===== src/rtl/fifo_one_depth_rr_arbiter.sv =====
// Round-robin write arbiter feeding a single-entry slot drained by one consumer.
// Ports: clk, reset (async, active-high); req_i/wdata_i/gnt_o on the write side;
// rden_i/rdata_o/rsrc_o/full_o/empty_o on the read side.
// Optional macro FIFO_ARB_REFILL_EN: allow grant+reload in the same cycle as a pop.
module fifo_one_depth_rr_arbiter #(
    parameter int NUM_REQ    = 4,
    parameter int DATA_WIDTH = 64,
    parameter int SRC_W      = 2
) (
    input  logic                          clk,
    input  logic                          reset,
    input  logic [NUM_REQ-1:0]            req_i,
    input  logic [NUM_REQ*DATA_WIDTH-1:0] wdata_i,
    output logic [NUM_REQ-1:0]            gnt_o,
    input  logic                          rden_i,
    output logic [DATA_WIDTH-1:0]         rdata_o,
    output logic [SRC_W-1:0]              rsrc_o,
    output logic                          full_o,
    output logic                          empty_o
);

`ifdef FIFO_ARB_REFILL_EN
    localparam bit REFILL = 1'b1;
`else
    localparam bit REFILL = 1'b0;
`endif

    typedef enum logic {
        S_EMPTY = 1'b0,
        S_FULL  = 1'b1
    } state_t;

    state_t           state_q;
    state_t           state_d;
    logic [SRC_W-1:0] ptr_q;
    logic [SRC_W-1:0] winner;
    logic             found;
    logic             can_grant;
    logic             do_grant;

    // ptr + offset folded back into 0..NUM_REQ-1 (offset < NUM_REQ).
    function automatic logic [SRC_W-1:0] wrap_idx(input int v);
        return (v >= NUM_REQ) ? SRC_W'(v - NUM_REQ) : SRC_W'(v);
    endfunction

    // First asserted request at or after the pointer, wrapping.
    always_comb begin
        found  = 1'b0;
        winner = '0;
        for (int i = 0; i < NUM_REQ; i++) begin
            if (!found && req_i[wrap_idx(int'(ptr_q) + i)]) begin
                found  = 1'b1;
                winner = wrap_idx(int'(ptr_q) + i);
            end
        end
    end

    // The slot accepts a write when empty, or (refill only) when it is
    // being popped in the same cycle.
    assign can_grant = (state_q == S_EMPTY) ||
                       (REFILL && (state_q == S_FULL) && rden_i);
    assign do_grant  = can_grant && found;

    always_ff @(posedge clk or posedge reset) begin
        if (reset) begin
            state_q <= S_EMPTY;
        end else begin
            state_q <= state_d;
        end
    end

    always_comb begin
        state_d = state_q;
        unique case (state_q)
            S_EMPTY: begin
                if (do_grant) state_d = S_FULL;
            end
            S_FULL: begin
                if (rden_i && !do_grant) state_d = S_EMPTY;
            end
            default: state_d = S_EMPTY;
        endcase
    end

    always_comb begin
        gnt_o = '0;
        if (do_grant) gnt_o[winner] = 1'b1;
        full_o  = (state_q == S_FULL);
        empty_o = (state_q != S_FULL);
    end

    always_ff @(posedge clk or posedge reset) begin
        if (reset) begin
            rdata_o <= '0;
            rsrc_o  <= '0;
            ptr_q   <= '0;
        end else if (do_grant) begin
            rdata_o <= wdata_i[int'(winner)*DATA_WIDTH +: DATA_WIDTH];
            rsrc_o  <= winner;
            ptr_q   <= (int'(winner) == NUM_REQ - 1) ? '0 : winner + SRC_W'(1);
        end
    end

endmodule


===== config.mk =====
export PLATFORM = sky130hd
export DESIGN_NAME = fifo_one_depth_rr_arbiter
export DESIGN_NICKNAME = d
export VERILOG_FILES = /design/src/rtl/fifo_one_depth_rr_arbiter.sv
export SDC_FILE = /design/constraint.sdc
export NUM_CORES = 1
export LEC_CHECK = 0
export ABC_AREA = 0
export BUFFER_PORTS_ARGS = -buffer_cell sky130_fd_sc_hd__buf_4
export CORE_AREA = 2 2 131 133
export DETAILED_ROUTE_END_ITERATION = 8
export DIE_AREA = 0 0 133 135
export SLEW_MARGIN = 40
export SYNTH_ARGS = -nofsm -noshare
export SYNTH_HDL_FRONTEND = slang
export SYNTH_SLANG_ARGS = --single-unit

===== constraint.sdc =====
create_clock -name clk -period 5.3 [get_ports clk]
set_clock_uncertainty 0.15 [all_clocks]
set_input_delay 0.795 -clock clk [delete_from_list [all_inputs] [get_ports clk]]
set_output_delay 0.795 -clock clk [all_outputs]
set_load 0.05 [all_outputs]

==> flow_summary.yaml <==
floorplanning:
  start_util_pct: 24.6
  die_w_um: 133
  fp-row-count: 47
  coreArea_mm2: 0.0164
  num_io_pins: 335
  die_h_um: 135
  die_area_mm2: 0.0180
timing:
  hold_viol: 0
  finalCritPeriodShare_pct: 60.2
  whs_ns: 0.342
  finalMaxSlewViolations: 0
  worstMarginPinSlew_ns: 0.797
  fin_crit_ns: 3.19
  rsz0062_at_grt: "no"
  max_freq_ghz: 0.314
  setup_viol: 0
  relSlewSlack_pct: 46.9
  tns_ns: 0
power_and_ir_drop:
  switchingPower_mw: 1.79
  pwr-share-seq_pct: 25.4
  p_leak_nw: 3.50
  p_int_mw: 1.89
  clkPwrFrac_pct: 14.9
  combPwrFrac_pct: 59.7
  power.density_mw_per_mm2: 534
  irDropWorstVdd_mv: 0.278
  switching_share_pct: 48.7
grt:
  grt_max_degree: 71
  grt_pass1_wl_mm: 25.6
  grt_pass1_vias: 4799
  grt_use_total_pct: 18.2
  grt_antenna_before_repair: 0
  gr-total-overflow: 0
clock_network:
  cts_root_buf: "clkbuf_16"
  clkLatencyLatePin_ns: 0.33
  path_clk_slew_ns: 0.05
  htree_num_levels: 3
  clk_path_buf_depth: 2
  clock_sinks: 69
  hold_buffers: 0
  cts_tree: "done"
  numCtsBuffers: 9
  cts_resized: 0
  post_cts_buffers: 0
setup_path:
  cp_common_cell: "buf_4"
  arrival_ns: 2.24
  reg2reg_from: "ptr_q[1]"
  cp-startpoint: "req_i[0]"
  cp_max_fo: 28
  cp-start-kind: "input port"
  critical_path.endpoint: "gnt_o[3]"
  crit_chain: "buf_4 > a21boi_0 > o22a_2 > nand2_4 > inv_2 > ha_1 > and2_1 > buf_4"
  endpoint_kind: "output port"
  critPathMaxStageDelay_ns: 0.47
  path_buf_inv: 3
  slowest_stage: "o22a_2"
  rr_endpoint: "rdata_o[56]"
  cp.depth: 8
  cp_top_family: "compound AO/OA/AOI/OAI gates"
  worstRegToRegCells: 7
  crit_type: "input port to output port"
  reg2reg_slack_ns: 2.27
  cp.required_ns: 4.36
drt:
  drc: 0
  wl_mm: 16.8
  wl_per_cell_um: 18.4
  vias_per_cell: 5.04
  drt_iter0_drc: 363
  drt_pass1_iterations: 6
  vias: 4593
  ant_nets: 0
finish:
  final_core_util_pct: 42.0
  area_growth_pct: 70.7
  design_area_mm2: 0.00689
  fill_cells: 1641
  n_antenna_cell: 0
  multi_input_area_mm2: 0.00204
  layout.area.seq_mm2: 0.00173
  nets: 953
  drive_gt1_share_pct: 53.5
flow_run:
  drv_cap: 0
placed_design:
  gp_congestion: 0.856
  place_area_mm2: 0.00662
  port_buffers: 334
  hpwl_mm: 12.5
hold_path:
  hp-class: "flop to flop"
logic_synthesis:
  synth_flop_cell: "dfrtp_1"
  yosysSeqAreaShare_pct: 42.8
  async_reset_ff_share_pct: 100
  synth_fp_nets: 642
  ys_top_cells_by_area: "dfrtp_1 43%, mux2i_1 16%, a222oi_1 13%, o21ai_1 6.1%, buf_6 2.8%"
  syn_avg_cell_area_um2: 10.7
  ys_types: 32
  synthCells: 378
  synth_warnings: 0
  synth_top_area_share_pct: 42.8
  synth_most_common_cell: "dfrtp_1"
  synth_area_leader_cell: "dfrtp_1"
  synth_commonest_cells: "69 x dfrtp_1, 66 x mux2i_1, 51 x a222oi_1"
  synth_edf_count: 0
  syn_area_mm2: 0.00404
  synth_seq_cells: 69
status:
  status: "complete, no violations"
## stage by stage
step / power, mW / worst slack (ns) / std cells
3_5_place_dp: 3.15 / 1.67 / 898
6_report: 3.68 / 2.11 / 912
5_1_grt: 3.89 / 2.00 / 912
4_1_cts: 3.72 / 1.86 / 912
3_3_place_gp: 3.12 / 1.82 / 898
2_1_floorplan: 2.43 / 1.94 / 378
## area by class of cell
cell class / count / share of cell area [%]
tap: 220 / 3.99
multi-input combinational: 264 / 29.7
inverter: 4 / 0.218
clock buffer: 12 / 3.72
sequential: 69 / 25.1
clock inverter: 2 / 0.145
timing repair buffer: 341 / 37.2
## kinds of logic after synthesis
logic type / Yosys count / share of synthesized area [%]
flip-flops: 69 / 42.8
multiplexers: 66 / 16.4
AO/OA/AOI/OAI: 152 / 27.9
adder cells (fa/ha/maj): 1 / 0.310
AND/OR/NAND/NOR: 45 / 5.79
buffers and inverters: 45 / 6.91
## layer usage
layer,wire [um],global-route usage (%)
met5,0,0
met4,170,5.44
met3,1500,5.71
met2,8450,31.8
met1,6700,21.5
## cell usage in the layout (no fill, tap or decap), types with 2 or more instances in the layout
cell type	n
a21boi_0	14
o21ai_0	17
and3_1	7
nand2_1	21
and3_2	6
clkbuf_8	2
a222oi_1	51
o21ai_1	49
and2_1	2
mux2i_1	66
o211ai_1	13
inv_1	2
nor2_1	2
clkbuf_16	9
buf_4	340
clkinv_2	2
dfrtp_1	69
nor2b_1	2
inv_2	2
## power by group through the flow
stage	Clock (mW)	Combinational, mW	Sequential [mW]
after floorplan	0	0.694	1.74
after global placement	0	2.19	0.929
after detailed placement	0	2.21	0.938
after CTS	0.574	2.21	0.934
after global routing	0.599	2.32	0.965
final	0.547	2.20	0.936
## sequential cells by signal (all words and copies together), names as in the netlist
name     flops
full_o       1
rsrc_o       2
rdata_o     64
ptr_q        2
## worst register-to-register path, delay by kind of cell (launching register included)
kind	cells	cell delay (ns)
mux	1	0.32
buf+inv	2	1.11
compound gates	3	0.66
flops	1	0.51
simple gates	1	0.14
## worst min-delay path by stage
stage | from | to | slack (ns) | cells past startpoint
3_3_place_gp | rsrc_o[1] | rsrc_o[1] | 0.32 | 2
4_1_cts | rsrc_o[1] | rsrc_o[1] | 0.34 | 2
6_report | rsrc_o[0] | rsrc_o[0] | 0.34 | 2
2_1_floorplan | ptr_q[0] | ptr_q[0] | 0.36 | 2
5_1_grt | rsrc_o[1] | rsrc_o[1] | 0.37 | 2
3_5_place_dp | rsrc_o[1] | rsrc_o[1] | 0.33 | 2
Power figures use the tool's default switching activity.
